==> config.mk <==
export PLATFORM = sky130hd
export DESIGN_NAME = fp_addsub_pipe
export DESIGN_NICKNAME = d
export VERILOG_FILES = /design/src/rtl/fp_addsub_pipe.sv
export SDC_FILE = /design/constraint.sdc
export NUM_CORES = 1
export LEC_CHECK = 0
export CAP_MARGIN = 20
export CORE_ASPECT_RATIO = 1.2
export CORE_MARGIN = 2
export CORE_UTILIZATION = 45
export DETAILED_ROUTE_END_ITERATION = 10
export GPL_TIMING_DRIVEN = 0
export HOLD_SLACK_MARGIN = 0.05
export PLACE_DENSITY_LB_ADDON = 0.25
export SYNTH_ARGS = -nofsm -noshare
export SYNTH_HDL_FRONTEND = slang
export SYNTH_SLANG_ARGS = --single-unit
==> constraint.sdc <==
create_clock -name clk -period 12.7 [get_ports clk]
set_clock_uncertainty 0.15 [all_clocks]
set_input_delay 1.27 -clock clk [delete_from_list [all_inputs] [get_ports clk]]
set_output_delay 1.27 -clock clk [all_outputs]
set_load 0.1 [all_outputs]
==> src/rtl/fp_addsub_pipe.sv <==
// Pipelined floating-point add/subtract: input capture, align, add, normalise/pack.
// Truncating rounding, denormals flushed to zero, tag and status flags travel with the data.
module fp_addsub_pipe #(
  parameter int unsigned EXP_W = 8,
  parameter int unsigned MAN_W = 23,
  parameter int unsigned TAG_W = 4
) (
  input  logic                   clk,
  input  logic                   nreset,
  input  logic                   new_instr,
  input  logic                   op_sub,
  input  logic [EXP_W+MAN_W:0]   opA,
  input  logic [EXP_W+MAN_W:0]   opB,
  input  logic [TAG_W-1:0]       dest_in,
  input  logic                   stall,
  output logic [EXP_W+MAN_W:0]   result,
  output logic                   write_enable,
  output logic [TAG_W-1:0]       reg_dest,
  output logic                   flag_ovf,
  output logic                   flag_unf,
  output logic                   flag_inv
);

  localparam int unsigned W  = EXP_W + MAN_W + 1;
  localparam int unsigned LW = $clog2(MAN_W + 2);
  localparam int unsigned XW = EXP_W + LW + 2;
  localparam logic [EXP_W-1:0] EXP_ONES = '1;

  // ---------------- input capture ----------------
  logic             in_valid_q, in_sub_q;
  logic [W-1:0]     in_a_q, in_b_q;
  logic [TAG_W-1:0] in_tag_q;

  always_ff @(posedge clk) begin
    if (!nreset) begin
      in_valid_q <= 1'b0;
      in_sub_q   <= 1'b0;
      in_a_q     <= '0;
      in_b_q     <= '0;
      in_tag_q   <= '0;
    end else if (!stall) begin
      in_valid_q <= new_instr;
      in_sub_q   <= op_sub;
      in_a_q     <= opA;
      in_b_q     <= opB;
      in_tag_q   <= dest_in;
    end
  end

  // ---------------- stage 1: classify, swap, align ----------------
  logic             a_sign, b_sign;
  logic [EXP_W-1:0] a_exp, b_exp;
  logic [MAN_W-1:0] a_man, b_man;
  logic             a_zero, b_zero, a_inf, b_inf, a_nan, b_nan, a_ge_b;
  logic [MAN_W:0]   a_full, b_full;

  assign a_sign = in_a_q[W-1];
  assign b_sign = in_b_q[W-1] ^ in_sub_q;  // effective sign of B
  assign a_exp  = in_a_q[W-2:MAN_W];
  assign b_exp  = in_b_q[W-2:MAN_W];
  assign a_man  = in_a_q[MAN_W-1:0];
  assign b_man  = in_b_q[MAN_W-1:0];
  assign a_zero = (a_exp == '0);
  assign b_zero = (b_exp == '0);
  assign a_inf  = (a_exp == EXP_ONES) && (a_man == '0);
  assign b_inf  = (b_exp == EXP_ONES) && (b_man == '0);
  assign a_nan  = (a_exp == EXP_ONES) && (a_man != '0);
  assign b_nan  = (b_exp == EXP_ONES) && (b_man != '0);
  assign a_ge_b = {a_exp, a_man} >= {b_exp, b_man};
  assign a_full = a_zero ? '0 : {1'b1, a_man};
  assign b_full = b_zero ? '0 : {1'b1, b_man};

  logic             s1_sign_d, s1_sub_d, s1_nan_d, s1_inf_d, s1_inf_sign_d;
  logic [EXP_W-1:0] s1_exp_d, exp_small;
  logic [MAN_W:0]   s1_man_l_d, s1_man_s_d, man_small;

  always_comb begin
    s1_sign_d     = a_ge_b ? a_sign : b_sign;
    s1_sub_d      = a_sign ^ b_sign;
    s1_exp_d      = a_ge_b ? a_exp : b_exp;
    exp_small     = a_ge_b ? b_exp : a_exp;
    s1_man_l_d    = a_ge_b ? a_full : b_full;
    man_small     = a_ge_b ? b_full : a_full;
    // Shifts of MAN_W+1 or more empty the (MAN_W+1)-bit mantissa on their own.
    s1_man_s_d    = man_small >> (s1_exp_d - exp_small);
    s1_nan_d      = a_nan || b_nan || (a_inf && b_inf && (a_sign != b_sign));
    s1_inf_d      = a_inf || b_inf;
    s1_inf_sign_d = a_inf ? a_sign : b_sign;
  end

  logic             s1_valid_q, s1_sign_q, s1_sub_q, s1_nan_q, s1_inf_q, s1_inf_sign_q;
  logic [TAG_W-1:0] s1_tag_q;
  logic [EXP_W-1:0] s1_exp_q;
  logic [MAN_W:0]   s1_man_l_q, s1_man_s_q;

  always_ff @(posedge clk) begin
    if (!nreset) begin
      s1_valid_q    <= 1'b0;
      s1_tag_q      <= '0;
      s1_sign_q     <= 1'b0;
      s1_sub_q      <= 1'b0;
      s1_exp_q      <= '0;
      s1_man_l_q    <= '0;
      s1_man_s_q    <= '0;
      s1_nan_q      <= 1'b0;
      s1_inf_q      <= 1'b0;
      s1_inf_sign_q <= 1'b0;
    end else if (!stall) begin
      s1_valid_q    <= in_valid_q;
      s1_tag_q      <= in_tag_q;
      s1_sign_q     <= s1_sign_d;
      s1_sub_q      <= s1_sub_d;
      s1_exp_q      <= s1_exp_d;
      s1_man_l_q    <= s1_man_l_d;
      s1_man_s_q    <= s1_man_s_d;
      s1_nan_q      <= s1_nan_d;
      s1_inf_q      <= s1_inf_d;
      s1_inf_sign_q <= s1_inf_sign_d;
    end
  end

  // ---------------- stage 2: add / subtract magnitudes ----------------
  logic [MAN_W+1:0] s2_sum_d;

  assign s2_sum_d = s1_sub_q ? ({1'b0, s1_man_l_q} - {1'b0, s1_man_s_q})
                             : ({1'b0, s1_man_l_q} + {1'b0, s1_man_s_q});

  logic             s2_valid_q, s2_sign_q, s2_nan_q, s2_inf_q, s2_inf_sign_q;
  logic [TAG_W-1:0] s2_tag_q;
  logic [EXP_W-1:0] s2_exp_q;
  logic [MAN_W+1:0] s2_sum_q;

  always_ff @(posedge clk) begin
    if (!nreset) begin
      s2_valid_q    <= 1'b0;
      s2_tag_q      <= '0;
      s2_sign_q     <= 1'b0;
      s2_exp_q      <= '0;
      s2_sum_q      <= '0;
      s2_nan_q      <= 1'b0;
      s2_inf_q      <= 1'b0;
      s2_inf_sign_q <= 1'b0;
    end else if (!stall) begin
      s2_valid_q    <= s1_valid_q;
      s2_tag_q      <= s1_tag_q;
      s2_sign_q     <= s1_sign_q;
      s2_exp_q      <= s1_exp_q;
      s2_sum_q      <= s2_sum_d;
      s2_nan_q      <= s1_nan_q;
      s2_inf_q      <= s1_inf_q;
      s2_inf_sign_q <= s1_inf_sign_q;
    end
  end

  // ---------------- stage 3: normalise, special cases, pack ----------------
  logic [LW-1:0]    lzc;
  logic [XW-1:0]    exp_ext, norm_exp;  // two's complement, MSB set means negative
  logic [MAN_W-1:0] norm_man;
  logic             exp_neg, exp_le0, exp_ovf;
  logic [W-1:0]     res_d;
  logic             ovf_d, unf_d, inv_d;

  always_comb begin
    lzc = '0;
    for (int i = 0; i <= int'(MAN_W); i++) begin
      if (s2_sum_q[i]) lzc = LW'(int'(MAN_W) - i);
    end
  end

  always_comb begin
    exp_ext = XW'(s2_exp_q);
    if (s2_sum_q[MAN_W+1]) begin
      norm_exp = exp_ext + XW'(1);
      norm_man = s2_sum_q[MAN_W:1];
    end else begin
      norm_exp = exp_ext - XW'(lzc);
      // The leading one shifts out of the top, leaving only the stored fraction.
      norm_man = s2_sum_q[MAN_W-1:0] << lzc;
    end
    exp_neg = norm_exp[XW-1];
    exp_le0 = exp_neg || (norm_exp == '0);
    exp_ovf = !exp_neg && (norm_exp >= XW'(EXP_ONES));
  end

  always_comb begin
    res_d = {s2_sign_q, norm_exp[EXP_W-1:0], norm_man};
    ovf_d = 1'b0;
    unf_d = 1'b0;
    inv_d = 1'b0;
    if (s2_nan_q) begin
      res_d = {1'b0, EXP_ONES, 1'b1, {(MAN_W-1){1'b0}}};
      inv_d = 1'b1;
    end else if (s2_inf_q) begin
      res_d = {s2_inf_sign_q, EXP_ONES, {MAN_W{1'b0}}};
    end else if (s2_sum_q == '0) begin
      res_d = '0;
    end else if (exp_ovf) begin
      res_d = {s2_sign_q, EXP_ONES, {MAN_W{1'b0}}};
      ovf_d = 1'b1;
    end else if (exp_le0) begin
      res_d = '0;
      unf_d = 1'b1;
    end
  end

  always_ff @(posedge clk) begin
    if (!nreset) begin
      result       <= '0;
      write_enable <= 1'b0;
      reg_dest     <= '0;
      flag_ovf     <= 1'b0;
      flag_unf     <= 1'b0;
      flag_inv     <= 1'b0;
    end else if (!stall) begin
      write_enable <= s2_valid_q;
      flag_ovf     <= s2_valid_q & ovf_d;
      flag_unf     <= s2_valid_q & unf_d;
      flag_inv     <= s2_valid_q & inv_d;
      if (s2_valid_q) begin
        result   <= res_d;
        reg_dest <= s2_tag_q;
      end
    end
  end

endmodule

# Yosys cells after proc, flatten, opt, wreduce, memory -nomap -nowiden
# Index checks and enable logic that the tools add are counted.
# classes
add_sub_neg	5
magnitude_cmp	2
n_eq_ne	3
shifts	2
mux	50
n_bitwise	6
reduce_logical	21
# ops
operator	count
32-bit two-way mux	5
5-bit two-way mux	24
24-bit two-way mux	4
23-bit logical NOT	2
23-bit nonzero test	2
31-bit >= comparator	1
24-bit by 24-bit adder with 25-bit output	1
25-bit logical NOT	1
25-bit two-way mux	1
24-bit by 24-bit subtractor with 25-bit output	1
24-bit by 8-bit >> shifter with 24-bit output	1
23-bit two-way mux	1
23-bit by 5-bit left shift with 23-bit output	1
8-bit equality test, second input constant	2
8-bit logical NOT	2
8-bit two-way mux	2
15-bit by 8-bit >= comparator with 1-bit output, second input constant	1
15-bit logical NOT	1
15-bit two-way mux	1
1-bit two-way mux	12
8-bit by 1-bit adder with 9-bit output, second input constant	1
8-bit by 5-bit subtractor with 9-bit output	1
8-bit subtractor	1
1-bit logical AND	7
7 further kinds	13
# word_totals
reg_bits	218
inputBits	73
output_inout_bits	40
elab_cells	118

# Depth between registers and ports, before layout
# Gate-level depths: netlist of the first run.
# logic_depth
depth_word	34
depth_mapped	25
mapped_depth_nobuf	20

# Worst setup path before layout of the first run
# No wires, ideal clock.
# synth_path
kind	register to register
start	register in_b_q[29]
end	register s1_man_s_q[4]
setup_time_ps	122
arrival_time_ps	5183
t_required_ps	12428
path_slack_ps	7245
path_stages_with_launch	23
synth_period_minus_slack_ps	5455
path_cell_list	dfxtp_1 clkbuf_1 inv_1 ha_1 nand4_2 or4_4 nor3_4 o21ai_1 nand3_2 buf_6 buf_4 clkbuf_1 a21oi_1 ha_1 clkbuf_1 clkbuf_1 o21ai_0 mux2_2 mux2_2 mux2_4 a2bb2oi_1 nor2_1 a221o_1
# synth_via
elab_chain_len	4
# synth_rtl
item	line_no	text
start, declared	31	logic [W-1:0] in_a_q, in_b_q;
start signal, assigned	45	in_b_q <= opB;
31-bit >= comparator or 8-bit logical NOT (tied branches)	69, 64	
8-bit two-way mux (tied with other cells)	80	s1_exp_d = a_ge_b ? a_exp : b_exp;
8-bit subtractor or 24-bit two-way mux (tied branches)	85, 83	
24-bit by 8-bit >> shifter with 24-bit output *	85	s1_man_s_d = man_small >> (s1_exp_d - exp_small);
end signal, assigned	115	s1_man_s_q <= s1_man_s_d;
end, declared	94	logic [MAN_W:0] s1_man_l_q, s1_man_s_q;
# Every way passes the cells marked *; elsewhere a longest branch is shown, timed or not.
# A chain may end at the register's enable or synchronous reset.

# Worst setup path in the final report of the first run
# layout_path
start	register s2_sum_q[10]
end	register result[19]
# layout_via
elab_chain_len	23
# layout_rtl
item	line_no	text
start, declared	131	logic [MAN_W+1:0] s2_sum_q;
start signal, assigned	148	s2_sum_q <= s2_sum_d;
branches (longest 20 deep; another with 5-bit two-way mux)	--	
32-bit two-way mux *	195	end else if (s2_sum_q == '0) begin
32-bit two-way mux *	193	end else if (s2_inf_q) begin
32-bit two-way mux *	190	if (s2_nan_q) begin
end signal, assigned	220	result <= res_d;
end, declared	16	output logic [EXP_W+MAN_W:0] result,
# Every way passes the cells marked *.

==> metrics list, run 1 <==
* Hold violation count in the final report: 0
- Summed negative setup slack over all endpoints: 0 ns
- Areal power density over the cells: 206 nW/um2
- Per-instance average area after synthesis: 8.09 um2
- Post-synth top flop: sky130_fd_sc_hd__dfxtp_1
- The floorplan has 71 rows.
- Hold path depth: 2
- Data arrives at the worst endpoint at 7.26 ns.
- Switching fraction of total power: 44.6%
- IR analysis of the VDD net gives a maximum drop of 0.000113 V.
* Deepest clock path buffer count: 3
* Portion of total power attributed to sequential cells: 23.5%
- Initial antenna violation count: 1
- Clk_lat worst skew: 0.54 ns
- The repair_antennas step left the layout with diodes totalling 0.
* Worst-Margin Slew: 1.08 ns
- Final number of setup-violating endpoints: 0
* Maximum frequency from static timing analysis: 143 MHz
- The first global-routing pass estimated 76300 um of wire.
- Before antenna repair, the detailed router went through 10 iterations.
* Proportion of layout cells with a drive suffix above 1: 6.23%
* Number of enable-type register cells in the synthesized netlist: 0
- The detailed router finished its first iteration with 1090 violations.
- In this run, post-CTS repair resized a total of 0 instances.
* Quantity of I/O buffers inserted on ports: 111
* Core area: 31400 um2
* Wire length per cell after detailed routing: 20.9 um
- H-tree Lvls: 1
- Root Buffer: sky130_fd_sc_hd__clkbuf_16
- After layout, the worst path uses 54.9% of the clock period.
- The clock network burns 22.1% of the power.
- At the worst endpoint, the required time is 12.99 ns.
* Internal portion of total power: 0.00194 W
* Crit Path Category: register to register
- The total overflow left after global routing is 0.
* Die boundary height: 200 um
* Netlist cell types: 90
- Ranked by instance count, the synthesized netlist is headed by 257 x sky130_fd_sc_hd__nor2_1, 218 x sky130_fd_sc_hd__dfxtp_1, 172 x sky130_fd_sc_hd__mux2i_1, 160 x sky130_fd_sc_hd__nand2_1, 125 x sky130_fd_sc_hd__a21oi_1.
- Setup repair after global routing left no endpoint under its margin.
* GRT Resource Usage Total: 28.5%
- Instance count of the mapped netlist: 1783
- Die area: 33500 um2
- CTS tree: yes
- After detailed placement, the total cell area comes to 16100 um2.
* Final cell area excluding filler cells: 16900 um2
- Buffers inserted during post-CTS setup optimization: 0
* Worst Setup End Kind: register
* Final routed wirelength across all metal layers: 49000 um
* Cells taking the most area after synthesis: sky130_fd_sc_hd__dfxtp_1 30%, sky130_fd_sc_hd__mux2i_1 12%, sky130_fd_sc_hd__nor2_1 6.7%
- Top-count cell post-synth: sky130_fd_sc_hd__nor2_1
* Syn Nets: 1921
- Max-cap violations in this run came to 0.
- The final-report max-slew violation count is 0.
* Worst slew margin: 27.7%
- Entering global routing, the biggest net connects 14 pins.
* Clock period minus worst slack: 6.97 ns
- Once detail routing completed, the nets flagged for antenna violations numbered 0.
* Clk sink count: 218
- In this run the worst hold path is classified as register to register.
- Clock-pin slew was measured on the worst setup and hold paths at 0.06 ns.
- Number of global-route vias before repair: 13635
- Horizontal extent of the die: 167 um
- The worst register-to-register path has a setup slack of 5.73 ns.
- In this run, post-CTS hold repair placed 0 buffers.
- Routability-driven placement finished with a final weighted congestion of 0.977.
- Combinational cells account for 54.5% of the total power.
- Synth warnings: 0
- Biggest fanout along the worst timing path: 10
* Filler Cells Inserted: 3071
- The final route contains 13987 vias.
* Area growth from synthesis to final layout: 17.3%
- Leakage component of the power: 6.65 nW
- Startpoint type of the worst setup path: register
- The worst register-to-register path has a depth of 21.
- The HPWL after detailed placement is 38400 um.
- Sequential area share after synthesis: 30.2%
* Synth async-reset ratio: 0%
- In this run, synthesis produced a sequential element count of 218.
* Status: finished, violations left
- Summed over all nets, the switching power comes to 0.00156 W.
- Pin placement for this block handled 113 I/O pins.
- sky130_fd_sc_hd__dfxtp_1 takes more of the synthesized area than any other cell.
- Failing checks: design-rule violations
- DRC Markers: 5
- Using the TritonRoute via totals, the vias-per-cell ratio works out to 5.97.
- In the final design database the tool counted 2060 nets.
- The top cell type by area accounts for 30.2% of the synthesized area.
* Starting density of the core: 45.9%
- In this run, CTS created clock tree buffers numbering 25.
- The cell area that synthesis handed to floorplanning was 14400 um2.
==> worst max-delay path, cell delays in order (launching register included) <==
cell and delay [ns]:
sky130_fd_sc_hd__dfxtp_1 0.30, sky130_fd_sc_hd__clkbuf_1 0.21, sky130_fd_sc_hd__nor4_1 0.60, sky130_fd_sc_hd__o21ai_0 0.19, sky130_fd_sc_hd__nand2_1 0.17, sky130_fd_sc_hd__nand2_1 0.06
sky130_fd_sc_hd__and2_1 0.19, sky130_fd_sc_hd__inv_1 0.21, sky130_fd_sc_hd__buf_1 0.54, sky130_fd_sc_hd__clkbuf_1 0.59, sky130_fd_sc_hd__ha_1 0.39, sky130_fd_sc_hd__nor2b_1 0.14
sky130_fd_sc_hd__o21ai_0 0.22, sky130_fd_sc_hd__a21boi_0 0.21, sky130_fd_sc_hd__o21ai_0 0.32, sky130_fd_sc_hd__xor2_1 0.11, sky130_fd_sc_hd__a41o_1 0.34, sky130_fd_sc_hd__nor4_1 0.94
sky130_fd_sc_hd__and2_0 0.22, sky130_fd_sc_hd__clkbuf_1 0.33, sky130_fd_sc_hd__o21ai_0 0.15, sky130_fd_sc_hd__o32ai_1 0.28
==> power groups by stage <==
| stage | clock network [W] | registers, W | logic [W] |
|---|---|---|---|
| floorplan | 0 | 0.000804 | 0.00137 |
| CTS | 0.000781 | 0.000817 | 0.00188 |
| detailed placement | 0 | 0.000832 | 0.00187 |
| finish | 0.000772 | 0.000820 | 0.00190 |
| global placement | 0 | 0.000830 | 0.00186 |
| global route | 0.000811 | 0.000827 | 0.00206 |
==> kinds of logic after synthesis <==
group | synth area share, %
flip-flops | 30.2
adder cells (fa/ha/maj) | 5.74
XOR/XNOR | 3.34
multiplexers | 15.3
AND/OR/NAND/NOR | 20.4
AO/OA/AOI/OAI | 20.0
buffers and inverters | 5.03
==> sequential cells by signal, indices dropped and copies added, names as in the netlist, 8 cells and up <==
name,flops
in_a_q,32
in_b_q,32
result,32
s2_sum_q,25
s1_man_l_q,24
s1_man_s_q,24
s1_exp_q,8
s2_exp_q,8
==> placed cells by master (no fill, tap or decap), types with 9 or more instances in the layout <==
cell / instances
sky130_fd_sc_hd__a21o_1: 18
sky130_fd_sc_hd__a21oi_1: 125
sky130_fd_sc_hd__a221oi_1: 30
sky130_fd_sc_hd__a22oi_1: 33
sky130_fd_sc_hd__a31oi_1: 15
sky130_fd_sc_hd__and2_1: 15
sky130_fd_sc_hd__buf_1: 19
sky130_fd_sc_hd__clkbuf_1: 81
sky130_fd_sc_hd__clkbuf_16: 25
sky130_fd_sc_hd__clkdlybuf4s50_1: 111
sky130_fd_sc_hd__dfxtp_1: 218
sky130_fd_sc_hd__ha_1: 63
sky130_fd_sc_hd__inv_1: 68
sky130_fd_sc_hd__mux2_2: 18
sky130_fd_sc_hd__mux2i_1: 172
sky130_fd_sc_hd__mux4_2: 12
sky130_fd_sc_hd__nand2_1: 160
sky130_fd_sc_hd__nand2b_1: 18
sky130_fd_sc_hd__nand3_1: 30
sky130_fd_sc_hd__nand4_1: 17
sky130_fd_sc_hd__nor2_1: 257
sky130_fd_sc_hd__nor2b_1: 15
sky130_fd_sc_hd__nor3_1: 58
sky130_fd_sc_hd__nor4_1: 24
sky130_fd_sc_hd__o211ai_1: 9
sky130_fd_sc_hd__o21a_1: 9
sky130_fd_sc_hd__o21ai_0: 66
sky130_fd_sc_hd__o31ai_1: 9
sky130_fd_sc_hd__or3_1: 10
sky130_fd_sc_hd__xnor2_1: 40
sky130_fd_sc_hd__xor2_1: 10
==> path summary, 6_finish.rpt <==
kind / startpoint / end
setup reg to reg: s2_sum_q[10] / result[19]
hold / removal: result[7] / result[7]
hold reg to reg: result[7] / result[7]
setup / recovery: s2_sum_q[10] / result[19]
==> final cells by class <==
cell class,count,area (um2),share of cell area (%)
Buffer,112,467,2.76
Clock buffer,33,726,4.28
Clock inverter,13,160,0.946
Inverter,69,259,1.53
Multi-Input combinational cell,1384,9340,55.2
Sequential cell,218,4360,25.8
Tap cell,401,502,2.96
Timing Repair Buffer,112,1120,6.59
==> through the flow <==
step                      cells  setup WS, ns  util [%]  hold WS, ns  total power [W]
after global placement     2295          5.90      51.0        0.284          0.00269
after floorplan            1783          7.24         -        0.282          0.00218
after CTS                  2342          5.89      53.9        0.309          0.00347
after global routing       2342          5.42      53.9        0.330          0.00370
after detailed placement   2296          5.96      51.0        0.295          0.00270
final                      2342          5.73      53.9        0.302          0.00350
==> metal layers <==
metal  global-route usage, %  wire length (um)
met4                    13.0              2470
met1                    33.0             19400
met3                    3.64              2690
met5                       0                 0
met2                    51.9             24400
Power figures use the tool's default switching activity.
==> inputs of run 2 (changes only) <==
==> constraint.sdc (replaced) <==
create_clock -name clk -period 7.07 [get_ports clk]
set_clock_uncertainty 0.15 [all_clocks]
set_input_delay 0.707 -clock clk [delete_from_list [all_inputs] [get_ports clk]]
set_output_delay 0.707 -clock clk [all_outputs]
set_load 0.1 [all_outputs]
==> metrics list, run 2 (synthesized netlist as in run 1, its figures left out) <==
* DRC Markers: 5
* Critical path data arrival time: 6.99 ns
- The worst pin sits at a relative slew slack of 33.7%.
* Deepest clock path buffer count: 3
- Number of slew-limit violations in the final report: 0
* First-pass GRT wire length: 76300 um
* First-pass detailed-route iteration total: 8
* Initial antenna violation count: 1
* Detailed placement HPWL: 38400 um
- GRT Resource Usage Total: 28.5%
- Tracing the worst setup path back leads to its startpoint at s2_sum_q[10].
- Reg2reg start: s2_sum_q[10]
- Area growth from synthesis to final layout: 17.4%
- CP required: 7.36 ns
* Reg2reg setup slack: 0.37 ns
* Worst-path cell with the longest stage delay: sky130_fd_sc_hd__nor4_2
- VDD sags by at most 0.000202 V.
- Largest net degree at the start of global routing: 14
- Maximum frequency from static timing analysis: 149 MHz
- The worst path uses 94.7% of the clock period.
- Hold path endpoint: result[7]
- Core area: 31400 um2
- Hold bufs inserted after CTS: 0
* Worst-Margin Slew: 0.992 ns
- Crit Path Category: register to register
- Highest-count cells in the layout ignoring fill and taps: 257 x sky130_fd_sc_hd__nor2_1, 218 x sky130_fd_sc_hd__dfxtp_1, 172 x sky130_fd_sc_hd__mux2i_1, 160 x sky130_fd_sc_hd__nand2_1, 125 x sky130_fd_sc_hd__a21oi_1
- Failing checks: design-rule violations
- Horizontal extent of the die: 167 um
* Worst slack, placed: 0.329 ns
- The worst register-to-register path has a depth of 21.
- Clk pin slew, worst setup/hold paths: 0.06 ns
- Worst Setup End Kind: register
- The cell that appears most often on the critical path is sky130_fd_sc_hd__o21ai_0.
* Biggest fanout along the worst timing path: 10
- Wire length per cell after detailed routing: 20.9 um
- The number of endpoints with negative hold slack in the final report is 0.
- Buffers inserted during clock tree synthesis total 25.
- Net total in the final layout: 2060
- Commonest non-fill, non-tap cell in the layout: sky130_fd_sc_hd__nor2_1
- Die boundary height: 200 um
- Status: finished, violations left
- Min-Delay Startpoint: result[7]
- Max-cap violation count: 0
* Final routed wirelength across all metal layers: 49000 um
* CTS tree: yes
- Final number of setup-violating endpoints: 0
- Across all setup checks in the final design, the least slack found is 0.375 ns.
- For this design the ratio of total power to cell area is 371 nW/um2.
* Detailed Route Iter0 Violations: 1094
- In the routed layout, each cell is associated on average with a via count of 5.94.
- Terminus of the critical flop-to-flop path: result[19]
- N_diodes: 0
- The worst setup path is launched from a register.
* Filler Cells Inserted: 3068
- Die area: 33500 um2
- In this run the worst hold path is classified as register to register.
- H-tree Lvls: 1
* Number of global-route vias before repair: 13635
- The signal on the critical path passes through clkbuf_1, nor4_1, o21ai_0, nand2_1, nand2_1, and2_1, inv_1, buf_1, clkbuf_1, ha_1, nor2b_1, o21ai_0, a21boi_0, o21ai_0, xor2_1, a41o_1, nor4_2, and2_0, clkbuf_1, o21ai_0, o32ai_1.
* Vias: 13913
* Slowest stage delay, CP: 0.63 ns
- Buffers inserted during post-CTS setup optimization: 0
- Clk sink count: 218
- Counting instances, the worst hold path has a depth of 2.
- RSZ-0062 raised after global routing: false
- Remaining number of nets flagged by the antenna check after routing: 0
- At the later pin of the worst-skew pair, clock insertion delay measures 0.54 ns.
* Root Buffer: sky130_fd_sc_hd__clkbuf_16
* Number of I/O pins: 113
- Leakage component of the power: 6.66 nW
* Quantity of I/O buffers inserted on ports: 111
- Proportion of layout cells with a drive suffix above 1: 6.34%
- The total overflow left after global routing is 0.
* Top Registers: in_a_q: 32 flops, in_b_q: 32 flops, result: 32 flops
- Last weighted congestion value of the routability-driven placer: 0.977
- Row count: 71
- For this configuration, the core starts out at a cell density of 45.9%.
- Summed negative setup slack over all endpoints: 0 ns
- Subtracting the final worst setup slack from the clock period gives 6.70 ns.
-- run 2: what timing repair did --
action / in CTS / in global routing
endpoints found under the setup margin: 0 / 7
hold endpoints to repair: 0 / 0
resized for setup: 0 / 3
-- run 2: how the worst max path moves through the flow --
stage          depth (start not counted)       endpoint  slack, ns
2_1_floorplan                         22  s1_man_s_q[4]       1.61
3_3_place_gp                          21     result[19]       0.27
3_5_place_dp                          21     result[19]       0.33
4_1_cts                               21     result[19]       0.26
5_1_grt                               22  s1_man_s_q[1]       0.11
6_report                              21     result[19]       0.37
-- run 2: critical path, delay by kind of cell (launching register included) --
family / cells / cell delay [ns]
AOI/OAI and AO/OA: 7 / 1.76
adders and majority gates: 1 / 0.39
buffers and inverters: 5 / 1.89
xor gates and xnor gates: 1 / 0.11
and+or+nand+nor: 7 / 2.00
DFF: 1 / 0.30
-- run 2: metrics by stage --
stage	hold slack [ns]	total power (W)	instances	util, %	cell area, um2
floorplan	0.282	0.00391	1783	-	14400
global placement	0.284	0.00483	2295	51.0	16000
detailed placement	0.295	0.00485	2296	51.0	16100
CTS	0.309	0.00624	2342	53.9	16900
global route	0.330	0.00665	2342	53.9	16900
finish	0.302	0.00628	2342	53.9	16900
-- run 2: where the power goes --
group	leakage (nW)	internal (W)	total [W]	switching (W)
sequential	1.78	0.00133	0.00147	0.000147
clock	0.435	0.000834	0.00139	0.000552
combinational	4.44	0.00132	0.00343	0.00211
-- run 2: per-layer routing --
| metal | GRT usage, % | wire length (um) | up-vias |
|---|---|---|---|
| met5 | 0 | 0 | - |
| met4 | 13.0 | 2440 | 0 |
| met3 | 3.64 | 2540 | 119 |
| met2 | 51.9 | 24400 | 501 |
| met1 | 33.0 | 19600 | 6542 |
| li1 | - | - | 6751 |
-- run 2: final cells by class --
cell class,instances,area [um2],share of cell area (%)
well taps,401,502,2.96
repair buffers,112,1120,6.59
clock inverters,13,160,0.945
inverters,69,259,1.53
clock buffers,33,726,4.28
plain buffers,112,468,2.76
flip-flops and latches,218,4360,25.8
multi-input cells,1384,9350,55.2
